--- config.mk ---
export PLATFORM = sky130hd
export DESIGN_NAME = lsu_ctrl
export DESIGN_NICKNAME = d
export VERILOG_FILES = /design/src/rtl/lsu_ctrl_pkg.sv /design/src/rtl/lsu_load_align.sv /design/src/rtl/lsu_ctrl.sv
export SDC_FILE = /design/constraint.sdc
export NUM_CORES = 1
export LEC_CHECK = 0
export ABC_AREA = 0
export ABC_CLOCK_PERIOD_IN_PS = 2250
export CAP_MARGIN = 20
export CORE_MARGIN = 2
export CORE_UTILIZATION = 42
export DETAILED_ROUTE_END_ITERATION = 8
export PLACE_DENSITY_LB_ADDON = 0.05
export SYNTH_ARGS = -nofsm -noshare
export SYNTH_HDL_FRONTEND = slang
export SYNTH_SLANG_ARGS = --single-unit
--- constraint.sdc ---
create_clock -name clk -period 2.25 [get_ports clk]
set_input_delay 0.3375 -clock clk [delete_from_list [all_inputs] [get_ports clk]]
set_output_delay 0.3375 -clock clk [all_outputs]
set_load 0.01 [all_outputs]
--- src/rtl/lsu_ctrl_pkg.sv ---
// rtl/lsu_ctrl_pkg.sv - shared op, error and state encodings for the load/store unit
package lsu_ctrl_pkg;

  typedef enum logic [2:0] {
    OP_LW  = 3'd0,
    OP_LH  = 3'd1,
    OP_LHU = 3'd2,
    OP_LB  = 3'd3,
    OP_LBU = 3'd4,
    OP_SW  = 3'd5,
    OP_SH  = 3'd6,
    OP_SB  = 3'd7
  } op_e;

  typedef enum logic [1:0] {
    ST_IDLE = 2'd0,
    ST_REQ  = 2'd1,
    ST_RESP = 2'd2,
    ST_ERR  = 2'd3
  } state_e;

  localparam logic [1:0] ERR_NONE        = 2'b00;
  localparam logic [1:0] ERR_LD_MISALIGN = 2'b01;
  localparam logic [1:0] ERR_ST_MISALIGN = 2'b10;
  localparam logic [1:0] ERR_RANGE       = 2'b11;

  function automatic logic is_store(op_e op);
    return (op == OP_SW) || (op == OP_SH) || (op == OP_SB);
  endfunction

  // Range is checked first so a far-away misaligned address reports out-of-range.
  function automatic logic [1:0] check_op(op_e op, logic [31:0] addr, logic [31:0] addr_max);
    logic mis;
    mis = 1'b0;
    case (op)
      OP_LW, OP_SW:         mis = (addr[1:0] != 2'b00);
      OP_LH, OP_LHU, OP_SH: mis = addr[0];
      default:              mis = 1'b0;
    endcase
    if (addr > addr_max) begin
      return ERR_RANGE;
    end else if (mis) begin
      return is_store(op) ? ERR_ST_MISALIGN : ERR_LD_MISALIGN;
    end else begin
      return ERR_NONE;
    end
  endfunction

endpackage

--- src/rtl/lsu_load_align.sv ---
// rtl/lsu_load_align.sv - picks the addressed lane of a read word and extends it
module lsu_load_align
  import lsu_ctrl_pkg::*;
(
  input  logic [31:0] rdata,
  input  logic [1:0]  off,
  input  op_e         op,
  output logic [31:0] data
);

  logic [7:0]  byte_lane;
  logic [15:0] half_lane;

  always_comb begin
    byte_lane = rdata[{off, 3'b000} +: 8];
    half_lane = off[1] ? rdata[31:16] : rdata[15:0];
    case (op)
      OP_LB:   data = {{24{byte_lane[7]}}, byte_lane};
      OP_LBU:  data = {24'h000000, byte_lane};
      OP_LH:   data = {{16{half_lane[15]}}, half_lane};
      OP_LHU:  data = {16'h0000, half_lane};
      default: data = rdata;
    endcase
  end

endmodule

--- src/rtl/lsu_ctrl.sv ---
// rtl/lsu_ctrl.sv - single-outstanding load/store unit: one op accepted, one memory request, one result
module lsu_ctrl
  import lsu_ctrl_pkg::*;
#(
  parameter logic [31:0] ADDR_MAX = 32'h0000_2FFF,
  parameter int          OP_W     = 3
) (
  input  logic            clk,
  input  logic            reset,
  input  logic            op_valid,
  output logic            op_ready,
  input  logic [OP_W-1:0] op_type,
  input  logic [31:0]     op_addr,
  input  logic [31:0]     op_wdata,
  input  logic [31:0]     op_pc,
  output logic            mem_req,
  output logic            mem_we,
  output logic [31:0]     mem_addr,
  output logic [3:0]      mem_be,
  output logic [31:0]     mem_wdata,
  input  logic [31:0]     mem_rdata,
  input  logic            mem_ack,
  output logic            ld_valid,
  output logic [31:0]     ld_data,
  output logic            st_done,
  output logic            err_valid,
  output logic [1:0]      err_code,
  output logic [31:0]     err_pc
);

  state_e      state_q, state_d;
  op_e         op_q;
  logic [31:0] addr_q, wdata_q, pc_q, ld_data_q;
  logic [1:0]  err_code_q;

  op_e         op_in;
  logic [1:0]  chk;
  logic        st_q;
  logic [3:0]  be_lane;
  logic [31:0] wdata_lane;
  logic [31:0] align_data;

  assign op_in = op_e'(op_type[2:0]);
  assign chk   = check_op(op_in, op_addr, ADDR_MAX);
  assign st_q  = is_store(op_q);

  lsu_load_align u_align (
    .rdata (mem_rdata),
    .off   (addr_q[1:0]),
    .op    (op_q),
    .data  (align_data)
  );

  always_ff @(posedge clk) begin
    if (reset) begin
      state_q    <= ST_IDLE;
      op_q       <= OP_LW;
      addr_q     <= 32'h0;
      wdata_q    <= 32'h0;
      pc_q       <= 32'h0;
      err_code_q <= ERR_NONE;
      ld_data_q  <= 32'h0;
    end else begin
      state_q <= state_d;
      if (state_q == ST_IDLE && op_valid) begin
        op_q       <= op_in;
        addr_q     <= op_addr;
        wdata_q    <= op_wdata;
        pc_q       <= op_pc;
        err_code_q <= chk;
      end
      if (state_q == ST_REQ && mem_ack && !st_q) begin
        ld_data_q <= align_data;
      end
    end
  end

  always_comb begin
    state_d   = state_q;
    op_ready  = 1'b0;
    mem_req   = 1'b0;
    mem_we    = 1'b0;
    ld_valid  = 1'b0;
    st_done   = 1'b0;
    err_valid = 1'b0;
    case (state_q)
      ST_IDLE: begin
        op_ready = 1'b1;
        if (op_valid) begin
          state_d = (chk != ERR_NONE) ? ST_ERR : ST_REQ;
        end
      end
      ST_REQ: begin
        mem_req = 1'b1;
        mem_we  = st_q;
        if (mem_ack) begin
          state_d = ST_RESP;
        end
      end
      ST_RESP: begin
        ld_valid = !st_q;
        st_done  = st_q;
        state_d  = ST_IDLE;
      end
      ST_ERR: begin
        err_valid = 1'b1;
        state_d   = ST_IDLE;
      end
      default: state_d = ST_IDLE;
    endcase
  end

  // Narrow stores replicate their data on every lane so the byte enables alone pick the target.
  always_comb begin
    be_lane    = 4'b1111;
    wdata_lane = wdata_q;
    case (op_q)
      OP_SH: begin
        be_lane    = addr_q[1] ? 4'b1100 : 4'b0011;
        wdata_lane = {2{wdata_q[15:0]}};
      end
      OP_SB: begin
        be_lane    = 4'b0001 << addr_q[1:0];
        wdata_lane = {4{wdata_q[7:0]}};
      end
      default: begin
        be_lane    = 4'b1111;
        wdata_lane = wdata_q;
      end
    endcase
  end

  assign mem_addr  = {addr_q[31:2], 2'b00};
  assign mem_be    = mem_req ? be_lane : 4'b0000;
  assign mem_wdata = wdata_lane;
  assign ld_data   = ld_data_q;
  assign err_code  = err_code_q;
  assign err_pc    = pc_q;

endmodule
* After elaboration in Yosys (flattened, before gate mapping)
Cells that the tools add are included.
** Storage, ports and cells
- Output and inout bits :: 140
- Memories kept :: 0
- Bits in latches :: 0
- ROM bits :: 0
- Bits in writable memories :: 0
- Input port bits :: 135
- Bits in registers :: 135
** Operators by class
- Order comparisons :: 1
- Bitwise gates (word level) :: 0
- Reductions and logical operators :: 16
- Multiply operators :: 0
- Divide/modulo/power cells :: 0
- Shifts and indexed selects :: 2
- Muxes and demuxes :: 20
- Add/subtract/negate cells :: 0
- Eq/ne operators :: 17
** Operators with widths (count)
- $pmux 32 s4 :: 1
- $pmux 32 s2 :: 1
- $gt 32x14->1 const B :: 1
- $shiftx 32x6->8 :: 1
- $eq 3x3->1 const B :: 7
- $mux 16 :: 1
- $mux 2 :: 6
- $eq 3x2->1 const B :: 3
- $mux 4 :: 2
- $pmux 4 s2 :: 1
- $eq 3x1->1 const B :: 2
- $mux 1 :: 6
- $pmux 2 s3 :: 1
- $eq 2x2->1 const B :: 2
- $logic_or 1x1->1 :: 4
- $ne 2x2->1 const B :: 2
- $reduce_bool 2->1 :: 2
- $reduce_or 2->1 :: 2
- $shl 1x2->4 const A :: 1
- $logic_and 1x1->1 :: 3
- $logic_not 3->1 :: 1
- $reduce_or 3->1 :: 1
- $eq 2x1->1 const B :: 1
- $logic_not 2->1 :: 1
- other kinds (3) :: 3

* Logic depth before layout (Yosys ltp)
Gate-level depths: netlist (run 1).
- Depth in word-level cells :: 10
- Gate-level depth with buffers :: 7
- Gate-level depth less buffers :: 5

* Modules after synthesis
From an unflattened synthesis (run 1), not the netlist that was laid out.
** Unflattened totals
- Cells, all modules :: 817
- Area, all modules :: 6337.3 µm²
** By module, submodules not included
- lsu_ctrl :: instances 1, cells each 710, area an instance 5509.0 µm²
- lsu_load_align :: instances 1, cells each 107, area an instance 828.3 µm²

* Worst setup path after synthesis (run 1)
OpenSTA, ideal clock, no wires.
- Path type :: register to output
- From :: reg op_q[2]
- To :: out mem_wdata[24]
- Path buffers :: 3
- Cell stages (with the launch flop) :: 6
- Data required time :: 1.913 ns
- Slack :: 0.446 ns
- Arrival time :: 1.466 ns
- Cells stage by stage :: dfxtp_1 -> clkbuf_1 -> buf_2 -> nand2_1 -> clkbuf_1 -> o21ai_0
** Between the ends
- Cells in the longest elaborated chain, start to end :: 2
- Elaborated cells on any way between the ends :: 3
- Classes of those cells :: eq/ne: 2; mux: 1
** RTL lines
- from (decl) :: line lsu_ctrl.sv:32 : op_e op_q;
- from (signal assigned) :: line lsu_ctrl.sv:66 : op_q <= op_in;
- $eq 3x3->1 :: line lsu_ctrl.sv:117 : case (op_q)
- $pmux 32 s2 * :: line lsu_ctrl.sv:117
- to (decl) :: line lsu_ctrl.sv:20 : output logic [31:0] mem_wdata,
Every way passes the cells marked *; elsewhere a longest branch is shown, timed or not.

* Final worst setup path (run 1)
- From :: reg op_q[2]
- To :: out mem_wdata[15]
Same word-level chain as after synthesis.

==> results.yml, run 1 <==
status:
  status: "finished clean"
worst_setup_path:
  cp_max_fo: 8
  rrSetupSlack_ns: 0.35
  worst_setup_path_start_kind: "flip-flop"
  rr_worst_depth: 6
  required_ns: 1.91
  reg2reg_from: "addr_q[1]"
  critPathCaptureType: "output pin"
  reg2reg_to: "ld_data[29]"
  crit_type: "flip-flop to output pin"
  arrival_ns: 1.88
min_path:
  hold_path_depth: 2
  hold_start: "reset"
  hold_class: "primary input to flip-flop"
  hold_path_end: "err_pc[10]"
yosys:
  yosysSeqAreaShare: 0.4465
  synth_edf_count: 0
  syn_avg_cell_area_sq_um: 7.934
  yosysWarnings: 0
  synth_top_area_cell: "dfxtp_1"
  synth_cells: 763
  ys_ff_latch: 135
  synth_top_area_frac: 0.4465
  mappedNetlistArea_sq_um: 6053
  synthFlopType: "dfxtp_1"
  yosysUniqueCellTypes: 52
  synthArstFlopShare: 0
  synthTopCellsByArea: "dfxtp_1, nand2_1, a21oi_1"
place:
  place_congestion: 0.8462
  portBuffers: 272
  dp_hpwl_um: 13890
  place_inst: 1140
  placed_area_sq_um: 8676
clock_network:
  clk_latency_ns: 0.41
  clk_path_buf_depth: 2
  cts_tree: "yes"
  htree_levels: 4
  clkSlewWorstSetupHoldPaths_ns: 0.06
  clock-sinks: 135
  clk_root_buffer_cell: "clkbuf_16"
  cts_buffers: 17
floorplan:
  chipWidth_um: 124.1
  core_area_sq_um: 13990
  io_pins: 275
  die_h_um: 124.1
  rows: 43
  start_util: 0.4327
  die-area_sq_um: 15390
detailed_routing:
  vias: 6119
  dr.pass1.iters: 5
  wl_per_cell_um: 16.09
  drc_errors: 0
  routed_via_density: 5.221
  drt_iter0_drc: 409
  ant_nets: 0
  wl_um: 18860
pwr:
  power.total_mw: 7.187
  p_leak_nw: 3.615
  power_frac_clock: 0.425
  comb_power_share: 0.203
  peakVddDrop_v: 0.0004474
  p_sw_frac: 0.2621
  pwr_density_cell_nw_per_um2: 766.2
  p_switching_mw: 1.884
  p_seq_frac: 0.373
  internal-power_mw: 5.303
global_routing:
  grt_usage: 0.2384
  grt_max_degree: 51
  grt_pass1_wl_um: 28550
  grt_pass1_vias: 5772
  antenna_found_initial: 0
  grt_remaining_overflow: 0
layout:
  nFillCells: 1204
  num_antenna_cells: 0
  seq_area_sq_um: 2704
  multi_input_area_sq_um: 2821
  fin_cells: 1172
  nNetsFinal: 1114
  syn_to_final_growth_pct: 54.96
  fin_area_sq_um: 9380
  drive_gt1_frac: 0.09476
timing:
  rsz0062_at_grt: "yes"
  finalMaxSlewViolations: 0
  setup_violations: 0
  skew_ns: 0.007290
  slew_headroom: 0.6364
  max_freq_ghz: 0.4509
  final.min_clock_period_ns: 2.218
  tightest_slew_ns: 0.5454
  whs_ns: 0.4096
  min_period_over_period: 0.9857
  hold_viol: 0
run:
  drv_cap: 0
[cell families (layout without fill, tap and decap cells)]
kind of cell / after synthesis / after routing / synth area share
buffers and inverters: 101 / 329 / 0.09301
muxes: 40 / 40 / 0.07400
AOI/OAI and AO/OA: 184 / 184 / 0.1802
and+or+nand+nor: 300 / 300 / 0.2028
DFF: 135 / 135 / 0.4465
xor gates and xnor gates: 2 / 2 / 0.002894
other: 1 / 2 / 0.0006195
[placed cells by master, fill, tap and decap left out, drive strengths merged, types with 11 or more instances in the layout]
cell type        n
a21oi          117
clkdlybuf4s50  259
o21ai           11
buf             23
a211oi          21
dlymetal6s2s    12
dfxtp          135
nor2            37
clkbuf          17
nand2          228
mux2i           11
mux2            28
[cells in the mapped netlist (3+ instances only)]
cell      instances
o21ai_0          10
nor4_1            3
nor3_1            3
o22ai_1           7
a311oi_1          5
a211oi_1         21
nor2_1           36
nand2b_1          6
nand3_1           7
a222oi_1          6
mux2i_1          11
nand2_1         228
a21oi_1         117
a22oi_1           7
mux2_2           28
buf_2            15
dfxtp_1         135
buf_4            40
clkbuf_1         39
[worst max-delay path: stages (launching register included)]
cell and delay (ns):
dfxtp_1 0.37, nand3_2 0.24, mux2_2 0.31, clkdlybuf4s50_1 0.55
[flip-flops by register name, summed over array words and instances, names as in the netlist]
| register | cells |
|---|---|
| ld_data | 32 |
| err_pc | 32 |
| err_code | 2 |
| state_q | 2 |
| wdata_q | 32 |
| addr_q | 32 |
| op_q | 3 |
[power groups by stage]
stage / sequential [mW] / clock [mW] / combinational, mW
global placement: 2.72 / 0 / 1.43
finish: 2.68 / 3.05 / 1.46
CTS: 2.68 / 3.10 / 1.46
detailed placement: 2.73 / 0 / 1.45
floorplan: 2.73 / 0 / 0.714
global route: 2.70 / 3.21 / 1.59
[through the flow]
step	setup TNS, ns	setup WS (ns)	utilization
4_1_cts	0	0.001024	0.6674
6_report	0	0.03211	0.6706
5_1_grt	-0.6263	-0.07740	0.6706
3_3_place_gp	0	0.1238	0.6202
3_5_place_dp	0	0.05009	0.6202
2_1_floorplan	0	0.4461	-
[cell type report]
| class | instances | share of cell area |
|---|---|---|
| sequential | 135 | 0.2882 |
| multi-input combinational | 528 | 0.3008 |
| clock buffer | 17 | 0.04535 |
| tap | 180 | 0.02401 |
| timing repair buffer | 294 | 0.3165 |
| clock inverter | 15 | 0.02388 |
| inverter | 3 | 0.001200 |
[how the worst max path moves through the flow]
stage	from	end	slack, ns	depth (start not counted)
3_5_place_dp	mem_rdata[31]	ld_data[15]	0.05	5
2_1_floorplan	op_q[2]	mem_wdata[24]	0.45	5
3_3_place_gp	op_addr[15]	err_code[1]	0.12	5
4_1_cts	op_q[1]	mem_wdata[20]	0.001	4
5_1_grt	op_q[1]	mem_wdata[15]	-0.08	3
6_report	op_q[2]	mem_wdata[15]	0.03	3
[metal layers]
layer	wire length, um	global-route usage	vias up
met4	411	0.09129	0
met1	7380	0.2748	2856
met5	0	0	-
met2	9464	0.4044	234
met3	1604	0.08471	34
li1	-	-	2995
[timing repair]
item,in CTS,in global routing
buffers inserted,0,0
hold buffers,0,0
resized for setup,3,15
pin swaps,0,0
endpoints found under the setup margin,12,28
Note: power is estimated with default switching activity, not from simulation.
==> run 2: changes to the inputs <==
- CORE_UTILIZATION: 42 -> 43
- SYNTH_HIERARCHICAL: unset -> 1
==> results.yml, run 2 <==
status:
  status: "finished clean"
floorplan:
  rows: 44
  core_area_sq_um: 14480
  start_util: 0.4377
  io_pins: 275
  chipWidth_um: 125.4
  die_h_um: 125.4
  die-area_sq_um: 15730
layout:
  num_antenna_cells: 0
  final_cell_mix: "nand2_1, clkdlybuf4s50_1, a21oi_1"
  syn_to_final_growth_pct: 51.14
  mostFrequentLayoutCell: "nand2_1"
  drive_gt1_frac: 0.07958
  nNetsFinal: 1166
  fin_area_sq_um: 9578
  fin_cells: 1227
timing:
  setup_tns_ns: 0
  setup_violations: 0
  final.min_clock_period_ns: 2.208
  rsz0062_at_grt: "yes"
  hold_viol: 0
  max_freq_ghz: 0.4528
  min_period_over_period: 0.9815
  finalMaxSlewViolations: 0
  slew_headroom: 0.6428
  tightest_slew_ns: 0.5358
  skew_ns: 0.006581
yosys:
  synthFlopType: "dfxtp_1"
  syn_avg_cell_area_sq_um: 7.757
  mappedNetlistArea_sq_um: 6337
  ys_ff_latch: 135
  synth_top_area_cell: "dfxtp_1"
  synth_edf_count: 0
  yosysUniqueCellTypes: 48
  synth_cells: 817
  synth_top_area_frac: 0.4265
  synthArstFlopShare: 0
  yosysWarnings: 6
  synthTopCellsByArea: "dfxtp_1, nand2_1, a21oi_1"
  synthTopCellsByCount: "nand2_1, a21oi_1, dfxtp_1, buf_4, clkbuf_1"
  yosysSeqAreaShare: 0.4265
  synth_most_common_cell: "nand2_1"
detailed_routing:
  wl_per_cell_um: 15.54
  drc_errors: 0
  wl_um: 19060
  dr.pass1.iters: 4
  routed_via_density: 5.087
  vias: 6242
  ant_nets: 0
  drt_iter0_drc: 464
clock_network:
  htree_levels: 4
  clk_root_buffer_cell: "clkbuf_16"
  clk_path_buf_depth: 2
  cts_tree: "yes"
  cts_buffers: 17
  clock-sinks: 135
  clk_latency_ns: 0.41
  clkSlewWorstSetupHoldPaths_ns: 0.06
pwr:
  peakVddDrop_v: 0.0005237
  pwr_density_cell_nw_per_um2: 696.9
  power.total_mw: 6.674
  internal-power_mw: 4.868
  comb_power_share: 0.220
  p_leak_nw: 3.740
  p_sw_frac: 0.2707
  p_switching_mw: 1.807
  power_frac_clock: 0.382
  p_seq_frac: 0.398
global_routing:
  grt_pass1_vias: 5885
  grt_pass1_wl_um: 30640
  grt_remaining_overflow: 0
  grt_usage: 0.2405
  antenna_found_initial: 0
  grt_max_degree: 54
worst_setup_path:
  reg2reg_from: "op_q[2]"
  crit_path_max_incr_delay_ns: 0.57
  worst_setup_path_start_kind: "flip-flop"
  required_ns: 1.91
  critPathSlowestCell: "clkdlybuf4s50_1"
  crit_family: "buffers and inverters"
  arrival_ns: 1.87
  rr_worst_depth: 7
  crit_chain: "nand2_2 -> buf_12 -> o21ai_0 -> clkdlybuf4s50_1"
  critPathCaptureType: "output pin"
  cp_max_fo: 21
  reg2reg_to: "ld_data[2]"
  path_buf_inv: 2
  rrSetupSlack_ns: 0.17
  crit_type: "flip-flop to output pin"
  startpoint: "op_q[1]"
place:
  dp_hpwl_um: 13420
  portBuffers: 272
  placed_area_sq_um: 8955
  place_congestion: 0.8329
  place_inst: 1195
run:
  drv_cap: 0
min_path:
  hold_start: "reset"
  hold_class: "primary input to flip-flop"
  hold_path_depth: 2
  hold_path_end: "err_pc[14]"
==> run 2: power groups by stage <==
stage	combinational [mW]	clock (mW)	sequential (mW)
after floorplan	0.743	0	2.71
after global routing	1.60	2.71	2.68
after detailed placement	1.47	0	2.70
after CTS	1.47	2.61	2.65
after global placement	1.46	0	2.70
final	1.47	2.55	2.66
==> run 2: per-stage QoR <==
step	setup WS, ns	utilization	hold WS (ns)
floorplan	0.4254	-	0.4329
global placement	0.1752	0.6185	0.4413
detailed placement	0.1431	0.6185	0.4453
CTS	-0.1480	0.6555	0.3955
global route	-0.004210	0.6615	0.4294
finish	0.04158	0.6615	0.3985
==> run 2: final cells by class <==
class                      count  area (sq um)
fill                        1313          4901
multi-input combinational    579          3084
timing repair buffer         293          3005
sequential                   135          2706
clock buffer                  22         454.2
tap                          184         230.2
clock inverter                 9         78.83
inverter                       5         18.77
==> run 2: kinds of logic after synthesis <==
group	share of synthesized area
AND/OR/NAND/NOR	0.2016
AO/OA/AOI/OAI	0.2051
flip-flops	0.4265
buffers and inverters	0.09319
multiplexers	0.07009
adder cells (fa/ha/maj)	0.001580
other	0.0005917
XOR/XNOR	0.001382
==> run 2: how the worst max path moves through the flow <==
stage                     cells past startpoint       endpoint  slack (ns)
after floorplan                               7    ld_data[16]        0.43
after global placement                        6    ld_data[18]        0.18
after detailed placement                      6    ld_data[27]        0.14
after CTS                                     3  mem_wdata[14]       -0.15
after global routing                          4  mem_wdata[22]      -0.004
final                                         4  mem_wdata[27]        0.04
==> run 2: routing by layer <==
metal	wire, um	global-route usage	vias to the layer above	part of all wire
met1	8210	0.3042	2856	0.43
met2	8899	0.3792	216	0.47
li1	-	-	3146	-
met5	0	0	-	0
met3	1636	0.08986	24	0.086
met4	318	0.08235	0	0.017
==> run 2: timing repair <==
action / in CTS / in global routing
pin swaps: 0 / 0
hold buffers: 0 / 0
hold endpoints to repair: 0 / 0
endpoints found under the setup margin: 16 / 28
gates resized for setup: 1 / 24
buffers inserted: 0 / 1
==> run 3: changes to the inputs <==
- CORE_MARGIN: 2 -> 4
==> results.yml, run 3 (synthesized netlist as in run 2, its figures left out) <==
pwr:
  power_frac_clock: 0.415
  p_sw_frac: 0.2622
  p_switching_mw: 1.849
  comb_power_share: 0.208
  internal-power_mw: 5.204
  peakVddDrop_v: 0.0004690
  p_seq_frac: 0.377
  pwr_density_cell_nw_per_um2: 729.2
  p_leak_nw: 3.865
  power.total_mw: 7.053
worst_setup_path:
  reg2reg_to: "ld_data[4]"
  crit_type: "flip-flop to output pin"
  startpoint: "addr_q[1]"
  required_ns: 1.91
  timing.critical_path.to: "mem_be[1]"
  arrival_ns: 1.77
  rr_worst_depth: 6
  worst_setup_path_start_kind: "flip-flop"
  rrSetupSlack_ns: 0.24
  cp_max_fo: 19
  reg2reg_from: "op_q[2]"
  critPathCaptureType: "output pin"
floorplan:
  core_area_sq_um: 14480
  start_util: 0.4377
  rows: 44
  die_h_um: 129.4
  chipWidth_um: 129.4
  die-area_sq_um: 16740
  io_pins: 275
place:
  placed_area_sq_um: 8947
  dp_hpwl_um: 13980
  portBuffers: 272
  place_congestion: 0.7930
detailed_routing:
  wl_um: 20010
  vias: 6293
  wl_met3_um: 2107
  wl_per_cell_um: 16.31
  routed_via_density: 5.129
  topRoutingLayerUsed: "met4"
  route.met2.wl_um: 9400
  drc_errors: 0
  ant_nets: 0
  drt_iter0_drc: 385
  dr.pass1.iters: 4
  drt-met1-wl_um: 8141
layout:
  final_cell_mix: "nand2_1, clkdlybuf4s50_1, a21oi_1"
  num_antenna_cells: 0
  nNetsFinal: 1165
  mostFrequentLayoutCell: "nand2_1"
  syn_to_final_growth_pct: 52.62
  fin_area_sq_um: 9672
  fin_util: 0.6680
  drive_gt1_frac: 0.08437
run:
  drv_cap: 0
clock_network:
  htree_levels: 4
  clk_latency_ns: 0.41
  cts_tree: "yes"
  clk_root_buffer_cell: "clkbuf_16"
  clock-sinks: 135
  clk_path_buf_depth: 2
  cts_buffers: 17
  clkSlewWorstSetupHoldPaths_ns: 0.06
  cts_setup_buffers: 0
  ctsHoldBuffers: 0
status:
  status: "finished clean"
timing:
  setup_violations: 0
  setup_tns_ns: 0
  slew_headroom: 0.6500
  min_period_over_period: 0.9382
  max_freq_ghz: 0.4737
  rsz0062_at_grt: "no"
  tightest_slew_ns: 0.5216
  finalMaxSlewViolations: 0
  skew_ns: 0.007073
  final.min_clock_period_ns: 2.111
  hold_viol: 0
global_routing:
  antenna_found_initial: 0
  grt_max_degree: 63
  grt_remaining_overflow: 0
  grt_pass1_wl_um: 30300
  grt_usage: 0.2284
  grt_pass1_vias: 5881
min_path:
  hold_class: "primary input to flip-flop"
run 3: cell count changes in the layout (fill, tap and decap cells not counted), sizes merged:
cell	change
buf	-2
bufinv	+2
clkbuf	+2
clkdlybuf4s50	-6
clkinv	-5
dlygate4sd2	+1
dlymetal6s2s	+5
inv	+3
run 3: worst min-delay path by stage:
stage	from	endpoint	slack, ns	depth (start not counted)
2_1_floorplan	wdata_q[16]	wdata_q[16]	0.43	2
3_5_place_dp	wdata_q[20]	wdata_q[20]	0.45	2
6_report	reset	err_pc[23]	0.36	2
5_1_grt	reset	err_pc[23]	0.36	2
3_3_place_gp	wdata_q[20]	wdata_q[20]	0.44	2
4_1_cts	reset	err_pc[23]	0.35	2
run 3: final cells by class:
class / count / area, sq um
Clock buffer: 23 / 488.0
Clock inverter: 9 / 136.4
Fill cell: 1257 / 4807
Inverter: 5 / 18.77
Multi-Input combinational cell: 579 / 3079
Sequential cell: 135 / 2709
Tap cell: 184 / 230.2
Timing Repair Buffer: 292 / 3010
run 3: critical path, stage by stage (launching register included):
cell and delay, ns:
dfxtp_2 0.40, buf_8 0.22, inv_1 0.08, a21oi_1 0.12, nor2_1 0.05, clkdlybuf4s50_1 0.49
run 3: layer usage:
layer,vias to the layer above,GRT usage
li1,3134,-
met1,2903,0.2700
met2,228,0.3735
met3,28,0.1047
met4,0,0.06794
met5,-,0
run 3: repair_timing:
| item | in CTS | in global routing |
|---|---|---|
| gates cloned | 0 | 1 |
| gates resized for setup | 7 | 23 |
| endpoints found under the setup margin | 13 | 28 |
run 3: power groups by stage:
stage	clock, mW	sequential [mW]	combinational [mW]
after CTS	2.98	2.66	1.48
final	2.93	2.66	1.47
after floorplan	0	2.71	0.743
after global placement	0	2.70	1.47
after detailed placement	0	2.70	1.47
after global routing	3.08	2.68	1.60
run 3: per-stage QoR:
step | cells | hold WS, ns | worst slack [ns]
2_1_floorplan | 818 | 0.4329 | 0.4254
3_3_place_gp | 1194 | 0.4406 | 0.1693
3_5_place_dp | 1194 | 0.4453 | 0.1654
4_1_cts | 1226 | 0.3491 | -0.03606
5_1_grt | 1227 | 0.3554 | 0.02286
6_report | 1227 | 0.3588 | 0.1391
